==> src/rtl/glyph_raster_reader.sv <==
// Glyph ROM reader: fetches 16 row words and serializes them as a valid/ready pixel stream.
// Optional 2x2 pixel replication (32x32 output grid) when GLYPH_SCALE2X_EN is defined.
module glyph_raster_reader #(
  parameter logic [11:0] FG_COLOR = 12'hFFF,
  parameter logic [11:0] BG_COLOR = 12'h000
) (
  input  logic        clk,
  input  logic        clr,
  input  logic        start,
  output logic        busy,
  output logic [3:0]  rom_addr,
  input  logic [0:15] rom_data,
  output logic        pix_valid,
  input  logic        pix_ready,
  output logic        pix_on,
  output logic [11:0] rgb,
  output logic [4:0]  pix_x,
  output logic [4:0]  pix_y,
  output logic        pix_last,
  output logic        done
);

  typedef enum logic [1:0] {StIdle, StFetch, StShift, StDone} state_e;

`ifdef GLYPH_SCALE2X_EN
  localparam logic [4:0] LastIdx = 5'd31;
`else
  localparam logic [4:0] LastIdx = 5'd15;
`endif

  state_e      state_q;
  logic [4:0]  row_q;
  logic [4:0]  col_q;
  logic [0:15] shreg_q;
  logic [3:0]  bit_idx;

`ifdef GLYPH_SCALE2X_EN
  // Each glyph bit and row covers two output columns/rows.
  assign bit_idx  = col_q[4:1];
  assign rom_addr = row_q[4:1];
`else
  assign bit_idx  = col_q[3:0];
  assign rom_addr = row_q[3:0];
`endif

  always_ff @(posedge clk or posedge clr) begin
    if (clr) begin
      state_q <= StIdle;
      row_q   <= '0;
      col_q   <= '0;
      shreg_q <= '0;
    end else begin
      unique case (state_q)
        StIdle: begin
          if (start) begin
            row_q   <= '0;
            col_q   <= '0;
            state_q <= StFetch;
          end
        end
        StFetch: begin
          shreg_q <= rom_data;
          col_q   <= '0;
          state_q <= StShift;
        end
        StShift: begin
          if (pix_ready) begin
            if (col_q != LastIdx) begin
              col_q <= col_q + 5'd1;
            end else if (row_q != LastIdx) begin
              row_q   <= row_q + 5'd1;
              state_q <= StFetch;
            end else begin
              state_q <= StDone;
            end
          end
        end
        StDone: state_q <= StIdle;
        default: state_q <= StIdle;
      endcase
    end
  end

  assign busy      = (state_q != StIdle);
  assign pix_valid = (state_q == StShift);
  assign pix_on    = pix_valid & shreg_q[bit_idx];
  assign rgb       = pix_on ? FG_COLOR : BG_COLOR;
  assign pix_x     = col_q;
  assign pix_y     = row_q;
  assign pix_last  = pix_valid && (col_q == LastIdx) && (row_q == LastIdx);
  assign done      = (state_q == StDone);

endmodule

==> config.mk <==
export PLATFORM = sky130hd
export DESIGN_NAME = glyph_raster_reader
export DESIGN_NICKNAME = d
export VERILOG_FILES = /design/src/rtl/glyph_raster_reader.sv
export SDC_FILE = /design/constraint.sdc
export NUM_CORES = 1
export LEC_CHECK = 0
export CAP_MARGIN = 15
export CORE_ASPECT_RATIO = 0.9
export CORE_UTILIZATION = 35
export DETAILED_ROUTE_END_ITERATION = 10
export DONT_BUFFER_PORTS = 1
export SLEW_MARGIN = 10
export SYNTH_ARGS = -nofsm -noshare
export SYNTH_HDL_FRONTEND = slang
export SYNTH_SLANG_ARGS = --single-unit
==> constraint.sdc <==
create_clock -name clk -period 1.9 [get_ports clk]
set_input_delay 0.38 -clock clk [delete_from_list [all_inputs] [get_ports clk]]
set_output_delay 0.38 -clock clk [all_outputs]
set_load 0.005 [all_outputs]
==> results of run 1 <==
## state kept, by name, indices dropped and copies added (netlist names)
name     count
pix_x        5
pix_y        5
shreg_q     16
state_q      2
## kinds of logic (layout without fill, tap and decap cells)
logic type / Yosys count / after routing / share of synthesized area (%)
XOR/XNOR: 1 / 1 / 0.566
AO/OA/AOI/OAI: 19 / 19 / 8.08
multiplexers: 23 / 23 / 18.1
adder cells (fa/ha/maj): 4 / 4 / 3.23
AND/OR/NAND/NOR: 36 / 36 / 12.7
buffers and inverters: 28 / 32 / 12.0
flip-flops: 28 / 28 / 45.3
## cells in the final DEF, fill, tap and decap left out, drive strengths merged, types with 2 or more instances in the layout
master and count:
nand2 8, inv 7, ha 4, a21oi 3
and3 3, mux4 2, nand3b 4, mux2 17
dfrtp 28, nand2b 4, nor2 6, clkbuf 4
nand3 5, o21ai 10, buf 21, or2 2
mux2i 4
## final cells by class
type                    count  area (µm²)
clock buffers               4        55.1
fillers                   385        2350
inverters                   7        26.3
multi-input cells          83         772
flip-flops and latches     28         702
well taps                  60        75.1
repair buffers             21         174
## repair_timing
action,CTS,global route
buffers inserted,1,1
gates cloned,0,0
endpoints found under the setup margin,18,22
pin swaps,4,10
resized for setup,8,12
## report_power, final
part           total (µW)  internal, µW  switching (µW)
Sequential            960           827             133
Combinational        1170           617             549
Clock                 372           186             186
Total                2500          1630             868
## cells in the mapped netlist (all sizes together), types with 3 or more instances
cell type  number
ha              4
nand3           5
a21oi           3
nand2           8
nand2b          4
nor2            6
buf            21
and3            3
dfrtp          28
nand3b          4
mux2           17
inv             7
o21ai          10
mux2i           4
## through the flow
stage	instances	util, %
CTS	202	41.7
finish	203	43.4
global placement	197	39.4
floorplan	139	-
global route	203	43.4
detailed placement	197	39.4
## final timing paths
path / slack [ps] / cells past startpoint / to / startpoint
setup / recovery: -210 / 4 / rgb[0] / pix_x[0]
hold / removal: 50 / 2 / pix_y[0] / clr
setup reg to reg: -40 / 9 / pix_y[2] / pix_x[0]
hold reg to reg: 510 / 1 / shreg_q[13] / shreg_q[13]
max in group asynchronous: 1570 / 2 / pix_x[0] / clr
min in group clk: 240 / 1 / shreg_q[12] / rom_data[12]
## per-layer routing
metal | global-route usage, % | wire (µm) | vias to the layer above
met3 | 3.42 | 134 | 7
li1 | - | - | 470
met1 | 17.0 | 1320 | 507
met4 | 6.37 | 59 | 0
met5 | 0 | 0 | -
met2 | 23.4 | 1480 | 21
==> results.toml, run 1 <==
[floorplanning]
io_pins = 51
initial_utilization_pct = 37.2
die-width_um = 72.1
rows = 22
dieArea_um2 = 4690
coreArea_um2 = 4160
die_h_um = 65.1

[global_routing]
grt_pass1_wl_um = 5010
grt_max_degree = 29
antenna_found_initial = 0
gr-total-overflow = 0
grt_usage_pct = 14.0
grt_pass1_vias = 1068

[yosys]
yosys_most_used_dff = "dfrtp_1"
synth-seq-cells = 28
yosys.cell_types.count = 32
yosysSeqAreaShare_pct = 45.3
synthesis.area_um2 = 1550
synth.avg_cell_area_um2 = 11.1
yosysTopAreaCell = "dfrtp_1"
synth_area_leaders = "dfrtp_1, mux2_2, buf_4"
yosys.area.top_type_share_pct = 45.3
synthCells = 139
syn_nets = 163
async_flop_share_pct = 100
yosysWarnings = 0
synth-edff-count = 0

[timing]
worst_pin_slew_ps = 363
clock_skew_ps = 5.93
finalSetupViolations = 16
period_share_pct = 111
finalCriticalPeriod_ps = 2110
relSlewSlack_pct = 75.8
rsz0062_at_grt = "true"
worst_slack_ps = -209
hold_viol_final = 0
fmaxAchievable_mhz = 474
finalSetupTns_ps = -2890
slew_violations = 0
whs_ps = 45.3

[clock_network]
cts_tree = "yes"
h-tree-depth = 1
cts.sinks = 28
cts_hold_buf = 0
clk_path_buf_depth = 2
clk_latency_ps = 280
cts_made_buffers = 3
clockRootBuffer = "clkbuf_8"
clk_pin_slew_ps = 100

[placement]
dp_hpwl_um = 2220
place.gp.congestion = 0.762
place_area_um2 = 1640
io_buffers = 0
dp_slack_ps = -53.0

[pwr]
total_power_uw = 2500
power.leakage_uw = 0.000744
vdd_ir_drop_max_mv = 0.420
powerDensity_nw_per_um2 = 1380

[finish]
drive_gt1_share_pct = 43.4
n_antenna_cell = 0
syn_to_final_growth_pct = 16.6
nNetsFinal = 168
fin_area_um2 = 1800

[route]
wl_per_cell_um = 14.8
drtIter0Drc = 62
vias = 1005
wirelength_um = 3000
firstDrtPassIters = 4
ant_nets = 0
via_per_inst = 4.95
drc = 0

[setup_path]
cp_slowest_cell = "mux4_2"
worstPathBufferInverterCount = 1
cp-start-kind = "flip-flop"
path_class = "reg2out"
crit_family = "multiplexers"
cp_data_required_time_ps = 1520
crit_fanout = 13
worstPathArrival_ps = 1730
timing.critical_path.cells = "mux4_2 > o2111ai_4 > o21ai_4 > buf_12"
slowest_delay_ps = 550
crit_path_end_kind = "output port"

[outcome]
violations = "negative setup slack"
outcome = "finished with violations"

[job]
max_cap_violations = 0

[hold_path]
hold_path_class = "in2async"
(Power assumes the default switching activity.)
==> run 2, diff against run 1 <==
- ABC_AREA: not set -> 1
- CTS_CLUSTER_SIZE: not set -> 10
==> run 2 against run 1 <==
Against the previous run:
- the flow still finishes with violations (negative setup slack)
- via count up 23%
- sequential cell count is the same
- first-iteration DRC count down 44%
- setup slack better by 140 ps
- sequential power up 3.3%
- largest cell class unchanged
- highest routed layer unchanged
==> results.toml, run 2 <==
[placement]
dp_hpwl_um = 2210
place.gp.congestion = 0.773
io_buffers = 0

[floorplanning]
dieArea_um2 = 4950
rows = 23
die-width_um = 74.0
die_h_um = 66.8
initial_utilization_pct = 36.6
io_pins = 51
coreArea_um2 = 4460

[hold_path]
hold_path_class = "in2async"

[global_routing]
gr-total-overflow = 0
grt_max_degree = 29
grt_pass1_vias = 1185
grt_pass1_wl_um = 5300
antenna_found_initial = 0
grt_usage_pct = 14.2

[route]
drtIter0Drc = 35
via_per_inst = 4.78
wirelength_um = 3500
route.met2.wl_um = 1570
m1WireLength_um = 1710
ant_nets = 0
top_layer = "met4"
firstDrtPassIters = 4
dr_wl_met3_um = 166
wl_per_cell_um = 13.5
drc = 0
vias = 1237

[timing]
worst_slack_ps = -66.9
finalSetupTns_ps = -1050
finalCriticalPeriod_ps = 1970
worst_pin_slew_ps = 366
rsz0062_at_grt = "true"
slew_violations = 0
fmaxAchievable_mhz = 508
hold_viol_final = 0
finalSetupViolations = 18
period_share_pct = 104
clock_skew_ps = 4.07
relSlewSlack_pct = 75.5

[clock_network]
cts_hold_buf = 0
clk_latency_ps = 280
h-tree-depth = 1
cts.sinks = 28
clk_pin_slew_ps = 100
cts_made_buffers = 3
clk_path_buf_depth = 2
cts_tree = "yes"
clockRootBuffer = "clkbuf_8"

[yosys]
yosys_most_used_dff = "dfrtp_1"
yosys.cell_types.count = 30
synth_area_leaders = "dfrtp_1, buf_4, inv_1"
yosysTopAreaCell = "dfrtp_1"
synth-seq-cells = 28
synthCells = 197
synth_common_cells = "dfrtp_1, inv_1, nand2_1, nor2_1, nand3_1"
syn_nets = 221
yosys.area.top_type_share_pct = 42.9
synth-edff-count = 0
yosysSeqAreaShare_pct = 42.9
synthesis.area_um2 = 1630
async_flop_share_pct = 100
yosysWarnings = 0
synth.avg_cell_area_um2 = 8.29

[setup_path]
crit_fanout = 13
slowest_delay_ps = 450
cp_slowest_cell = "dfrtp_2"
cpMostUsedCell = "nand3_2"
path_class = "reg2out"
cp-start-kind = "flip-flop"
cp_data_required_time_ps = 1520
timing.critical_path.cells = "buf_6 > nand2_1 > nand3_1 > nand3_2 > nand3_2 > a21oi_4 > buf_12"
crit_path_end_kind = "output port"
worstPathArrival_ps = 1590

[finish]
multiInputGateArea_um2 = 827
layout_commonest_cell = "inv_1"
layout_common_cells = "inv_1, dfrtp_1, nand2_1"
drive_gt1_share_pct = 35.5
fillers = 415
largest_reg_flops = 16
syn_to_final_growth_pct = 19.1
regMostFlops = "shreg_q"
final_util_pct = 43.6
nNetsFinal = 222
ff_latch_area_um2 = 704
n_antenna_cell = 0

[outcome]
violations = "negative setup slack"
outcome = "finished with violations"

[pwr]
total_power_uw = 2950
powerDensity_nw_per_um2 = 1520
power.leakage_uw = 0.000874
vdd_ir_drop_max_mv = 0.598

[job]
max_cap_violations = 0
## run 2: changes by cell type after synthesis, moves of 3 or more
cell,previous run,this run
mux2i_1,4,0
inv_1,7,28
and3_1,3,0
nand3_1,5,18
nand2b_1,4,0
nand2_1,8,26
mux2_2,17,2
nand3b_1,4,0
nor2_1,6,23
a21oi_1,2,15
nand2_2,0,3
## run 2: routing by layer
metal,vias to the layer above,GRT usage [%]
li1,608,-
met5,-,0
met1,601,20.3
met2,24,20.8
met4,0,6.01
met3,4,2.57
## run 2: critical path, delay by kind of cell, from the launching register on
kind / cells / cell delay (ps)
and+or+nand+nor: 4 / 350
buffers and inverters: 2 / 310
DFF: 1 / 450
AOI/OAI and AO/OA: 1 / 190
## run 2: stage by stage
| stage | instances | hold slack [ps] | setup slack, ps | instance area, µm² |
|---|---|---|---|---|
| 6_report | 259 | 42.6 | -66.9 | 1950 |
| 5_1_grt | 259 | 55.2 | -164 | 1950 |
| 4_1_cts | 253 | 49.5 | -105 | 1760 |
| 3_5_place_dp | 246 | 361 | 148 | 1630 |
| 3_3_place_gp | 246 | 366 | 131 | 1630 |
| 2_1_floorplan | 197 | 445 | 44.5 | 1640 |
## run 2: kinds of logic after synthesis
family | after synthesis | share of synthesized area [%]
AND/OR/NAND/NOR | 79 | 23.3
buffers and inverters | 51 | 16.2
AO/OA/AOI/OAI | 32 | 12.6
flip-flops | 28 | 42.9
adder cells (fa/ha/maj) | 4 | 3.06
multiplexers | 2 | 1.38
XOR/XNOR | 1 | 0.536
## run 2: worst paths after layout
| check | cells past startpoint | start | endpoint | slack, ps |
|---|---|---|---|---|
| min in group clk | 1 | rom_data[1] | shreg_q[1] | 240 |
| max in group asynchronous | 2 | clr | pix_y[1] | 1570 |
| max reg2reg | 12 | pix_x[0] | pix_y[0] | -60 |
| max | 7 | pix_x[0] | rgb[10] | -70 |
| min reg2reg | 2 | shreg_q[4] | shreg_q[4] | 520 |
| min | 2 | clr | shreg_q[1] | 40 |
## run 2: timing repair
action | CTS | global route
cloned | 1 | 2
resized for setup | 14 | 35
setup buffers | 2 | 4
endpoints found under the setup margin | 14 | 24
pin swaps | 4 | 13
## run 2: final cells by class
type | count | area share (%)
tap | 62 | 3.98
inverter | 31 | 6.23
timing repair buffer | 14 | 7.45
clock inverter | 1 | 1.54
multi-input combinational | 120 | 42.5
clock buffer | 3 | 2.12
sequential | 28 | 36.2
## run 2: where the power goes
group          switching [µW]  internal (µW)
clock network             190            282
registers                 167            826
logic                     916            573
